`config.mk`:
```
export PLATFORM = sky130hd
export DESIGN_NAME = cvxif_result_queue
export DESIGN_NICKNAME = d
export VERILOG_FILES = /design/src/rtl/cvxif_result_queue.sv
export SDC_FILE = /design/constraint.sdc
export NUM_CORES = 1
export LEC_CHECK = 0
export ABC_CLOCK_PERIOD_IN_PS = 3700
export CAP_MARGIN = 20
export CORE_ASPECT_RATIO = 1.75
export CORE_MARGIN = 1
export CORE_UTILIZATION = 56
export DETAILED_ROUTE_END_ITERATION = 7
export GPL_TIMING_DRIVEN = 0
export PLACE_DENSITY = 0.83
export SYNTH_ARGS = -nofsm -noshare
export SYNTH_HDL_FRONTEND = slang
export SYNTH_SLANG_ARGS = --single-unit
```
`constraint.sdc`:
```
create_clock -name clk_i -period 3.7 [get_ports clk_i]
set_input_delay 0.37 -clock clk_i [delete_from_list [all_inputs] [get_ports clk_i]]
set_output_delay 0.37 -clock clk_i [all_outputs]
set_load 0.005 [all_outputs]
```
`src/rtl/cvxif_result_queue.sv`:
```
// In-order result buffer between the coprocessor ALU and the CV-X-IF result port.
// Each entry waits at the head until its commit arrives: committed entries are offered, killed ones dropped.
module cvxif_result_queue #(
  parameter int unsigned XLEN        = 32,
  parameter int unsigned Depth       = 4,
  parameter int unsigned IdWidth     = 4,
  parameter int unsigned HartIdWidth = 1
) (
  input  logic                     clk_i,
  input  logic                     rst_ni,
  input  logic                     alu_valid_i,
  output logic                     alu_ready_o,
  input  logic [HartIdWidth-1:0]   alu_hartid_i,
  input  logic [IdWidth-1:0]       alu_id_i,
  input  logic [4:0]               alu_rd_i,
  input  logic                     alu_we_i,
  input  logic [XLEN-1:0]          alu_data_i,
  input  logic                     commit_valid_i,
  input  logic [IdWidth-1:0]       commit_id_i,
  input  logic                     commit_kill_i,
  output logic                     result_valid_o,
  input  logic                     result_ready_i,
  output logic [HartIdWidth-1:0]   result_hartid_o,
  output logic [IdWidth-1:0]       result_id_o,
  output logic [4:0]               result_rd_o,
  output logic                     result_we_o,
  output logic [XLEN-1:0]          result_data_o,
  output logic [$clog2(Depth):0]   count_o
);

  localparam int unsigned PtrW   = $clog2(Depth);
  localparam int unsigned CntW   = PtrW + 1;
  localparam int unsigned NumIds = 2 ** IdWidth;

  typedef struct packed {
    logic [HartIdWidth-1:0] hartid;
    logic [IdWidth-1:0]     id;
    logic [4:0]             rd;
    logic                   we;
    logic [XLEN-1:0]        data;
  } entry_t;

  entry_t            mem_q [Depth];
  entry_t            mem_d [Depth];
  logic [PtrW-1:0]   wptr_q, wptr_d;
  logic [PtrW-1:0]   rptr_q, rptr_d;
  logic [CntW-1:0]   count_q, count_d;
  logic [NumIds-1:0] seen_q, seen_d;
  logic [NumIds-1:0] kill_q, kill_d;

  entry_t head;
  logic   not_empty;
  logic   head_seen;
  logic   head_kill;
  logic   deliver;
  logic   drop;
  logic   push;
  logic   pop;

  // Head decision depends only on registered state, so result_valid_o cannot glitch on result_ready_i.
  always_comb begin
    head      = mem_q[rptr_q];
    not_empty = (count_q != '0);
    head_seen = seen_q[head.id];
    head_kill = kill_q[head.id];
    deliver   = not_empty && head_seen && !head_kill;
    drop      = not_empty && head_seen && head_kill;
    push      = alu_valid_i && alu_ready_o;
    pop       = drop || (deliver && result_ready_i);
  end

  always_comb begin
    mem_d   = mem_q;
    wptr_d  = wptr_q;
    rptr_d  = rptr_q;
    count_d = count_q + CntW'(push) - CntW'(pop);
    seen_d  = seen_q;
    kill_d  = kill_q;
    if (push) begin
      mem_d[wptr_q] = '{hartid: alu_hartid_i, id: alu_id_i, rd: alu_rd_i,
                        we: alu_we_i, data: alu_data_i};
      wptr_d        = wptr_q + PtrW'(1);
    end
    if (pop) begin
      rptr_d          = rptr_q + PtrW'(1);
      seen_d[head.id] = 1'b0;
      kill_d[head.id] = 1'b0;
    end
    // Applied after the retire clear so a reused id's new commit survives.
    if (commit_valid_i) begin
      seen_d[commit_id_i] = 1'b1;
      kill_d[commit_id_i] = commit_kill_i;
    end
  end

  always_ff @(posedge clk_i) begin
    if (!rst_ni) begin
      wptr_q  <= '0;
      rptr_q  <= '0;
      count_q <= '0;
      seen_q  <= '0;
      kill_q  <= '0;
    end else begin
      wptr_q  <= wptr_d;
      rptr_q  <= rptr_d;
      count_q <= count_d;
      seen_q  <= seen_d;
      kill_q  <= kill_d;
    end
  end

  // Payload storage needs no reset: it is only observable through a counted, committed head.
  always_ff @(posedge clk_i) begin
    mem_q <= mem_d;
  end

  always_comb begin
    alu_ready_o     = (count_q != CntW'(Depth));
    count_o         = count_q;
    result_valid_o  = deliver;
    result_hartid_o = deliver ? head.hartid : '0;
    result_id_o     = deliver ? head.id     : '0;
    result_rd_o     = deliver ? head.rd     : '0;
    result_we_o     = deliver ? head.we     : 1'b0;
    result_data_o   = deliver ? head.data   : '0;
  end

endmodule

```
==> flow_summary.yaml <==
outcome:
  status: "complete, but fails checks"
  violations: "setup timing"
sta:
  worst_pin_slew_ns: 0.885
  drv_slew: 0
  rsz0062_at_grt: "yes"
  fin_ws_ns: -0.0837
  period_minus_slack_ns: 3.78
  skew_ns: 0.0104
  hold_viol: 0
  fmax_mhz: 264
  setup_viol: 28
  post-route-period-util: 1.02
  max-slew-margin-rel: 0.410
setup_path:
  cp.arrival_ns: 3.41
  crit_type: "reg2out"
  worst-path-buf-inv: 5
  crit_path_start_kind: "flop"
  crit_required_ns: 3.33
  critical-path-slowest-cell: "clkdlybuf4s50_1"
  end_kind: "primary output"
  crit_fanout: 10
  critPathMostFrequentCell: "buf_6"
  crit_chain: "buf_6, mux4_2, buf_8, buf_6, mux2i_1, o22ai_1, o21ai_2, nand2_2, nand3_4, buf_6, nor2b_1, clkdlybuf4s50_1"
  cp_slowest_stage_delay_ns: 0.54
  crit_family: "buffers and inverters"
die:
  placementRows: 59
  die_w_um: 95.4
  io_pins: 101
  core_um2: 14900
  die_h_um: 166
  fp.dieArea_um2: 15800
  initial_core_util: 0.574
clocking:
  insertion_delay_ns: 0.48
  path_clk_slew_ns: 0.06
  clock_path_buffers: 3
  cts_tree: "yes"
  cts-root-buf: "clkbuf_16"
  cts_made_buffers: 20
  numClockSinks: 211
  htree_levels: 1
cells_and_area:
  nets: 725
  multi_input_area_um2: 2480
  postLayoutCoreUtil: 0.721
  fill_cells: 912
  final_common_cell: "edfxtp_1"
  seq_area_um2: 5950
  layout_common_cells: "edfxtp_1, clkdlybuf4s50_1, mux4_2, dfxtp_1, nor2b_1"
  layout-drive-gt1-share: 0.183
  syn_to_final_growth_pct: 25.7
  stdcell_area_um2: 10800
run:
  maxCapViolations: 0
drt:
  vias_per_cell: 5.94
  vias: 5109
  firstDrtPassIters: 5
  post_drt_wl_per_cell_um: 22.4
  drt_wl_total_um: 19300
  ant_nets: 0
  drt_iter0_markers: 339
  route.detailed.drc: 0
synth:
  synth_compound_area_frac: 0.0525
  syn_inst: 527
  syn_nets: 587
  synthAdderAreaFrac: 0.0111
  synthArstFlopShare: 0
  synth_xor_area_frac: 0.00409
  synth-edff-count: 172
  yosysWarnings: 0
  synth-main-ff-cell: "edfxtp_1"
  synth_cell_types: 39
  synth_area_per_cell_um2: 16.2
  netlist_area_um2: 8560
  ys_seq_elements: 211
  synth-simple-area-share: 0.0807
  muxShareOfSynthArea: 0.132
  ys_seq_area_frac: 0.695
  synth_top_family_by_area: "multiplexers"
global_route:
  antenna_found_initial: 1
  overflow: 0
  grt_pass1_vias: 5582
  grt_start_max_net_pins: 33
  grt_pass1_wl_um: 28600
  grt_use_total: 0.246
pwr:
  power_mw: 6.13
  p_per_area_nw_per_um2: 570
  vdd_ir_drop_max_uv: 589
  p_leak_nw: 3.72
place:
  port_buffers: 99
  dp_hpwl_um: 12200
  placed_area_um2: 9860
  globalplace.congestion: 0.956
min_path:
  hp-class: "in2reg"
## what timing repair did
item / in CTS / in global routing
resized for setup: 21 / 20
setup endpoints to repair: 44 / 41
gates cloned: 2 / 0
pin swaps: 4 / 5
hold buffers: 0 / 0
buffers inserted: 7 / 5
## synth_stat cells, drive strengths merged, types with 2 or more instances
master,count,area (um2)
or2,5,31.3
nand2b,6,37.5
mux4,43,968
o31ai,2,15.0
o22ai,14,106
dfxtp,39,781
nand3,17,90.1
and3,5,31.3
o2111ai,8,70.1
or3,2,12.5
buf,14,111
and2,2,12.5
nor2,20,75.1
xnor2,3,26.3
a21oi,18,90.1
mux2i,16,160
nand2,31,116
o21ai,27,135
ha,6,75.1
nor2b,41,257
inv,14,52.6
edfxtp,172,5160
clkbuf,13,48.8
## kinds of logic (layout without fill, tap and decap cells)
logic type | count (synthesis) | in the layout
muxes | 59 | 59
DFF | 211 | 211
other | 0 | 1
adders and majority gates | 7 | 7
buffers and inverters | 41 | 189
and+or+nand+nor | 133 | 134
xor gates and xnor gates | 4 | 4
AOI/OAI and AO/OA | 72 | 72
## layout make-up
type / count / area share
Inverter: 14 / 0.00489
Multi-Input combinational cell: 276 / 0.230
Antenna cell: 1 / 0.000233
Tap cell: 183 / 0.0213
Timing Repair Buffer: 116 / 0.112
Clock buffer: 23 / 0.0496
Buffer: 26 / 0.0166
Sequential cell: 211 / 0.553
Clock inverter: 10 / 0.0115
## through the flow
stage	worst slack (ns)	hold WS (ns)	std cells	TNS [ns]
2_1_floorplan	0.477	0.450	527	0
5_1_grt	-0.217	0.430	860	-4.82
3_3_place_gp	0.0944	0.460	809	0
6_report	-0.0837	0.439	860	-1.38
3_5_place_dp	0.0361	0.471	813	0
4_1_cts	-0.0994	0.408	854	-0.784
## final timing paths
path               from                to  slack (ns)  cells after the start
max           rptr_q[0]  result_data_o[3]       -0.08                     12
min              rst_ni         kill_q[8]        0.44                      3
max reg2reg   rptr_q[0]        count_o[2]           0                     16
min reg2reg  kill_q[15]        kill_q[15]        0.48                      2
## worst register-to-register path: stages, from the launching register on
cell	delay (ns)
dfxtp_1	0.33
buf_6	0.11
buf_4	0.13
mux4_2	0.62
or2_1	0.26
o22ai_2	0.16
o21ai_2	0.13
buf_4	0.16
a32oi_2	0.39
ha_1	0.31
inv_1	0.05
ha_1	0.12
inv_1	0.05
fa_1	0.37
xor2_1	0.18
xnor2_1	0.15
nor2_1	0.05
## where the power goes
part / leakage [nW] / switching (mW) / internal [mW]
sequential: 1.89 / 0.0755 / 2.81
combinational: 1.51 / 0.594 / 0.601
clock: 0.318 / 0.816 / 1.24
## per-layer routing
layer,vias up,share of wire,global-route usage
met4,0,0.033,0.134
met5,-,0,0
met3,37,0.051,0.0472
met1,2585,0.36,0.268
li1,2307,-,-
met2,180,0.56,0.443
## flip-flops by register name, summed over array words and instances, names as in the netlist
signal   flops
count_o      3
kill_q      16
mem_q      172
rptr_q       2
seen_q      16
wptr_q       2
No activity file was read; power rests on OpenSTA's default activity.
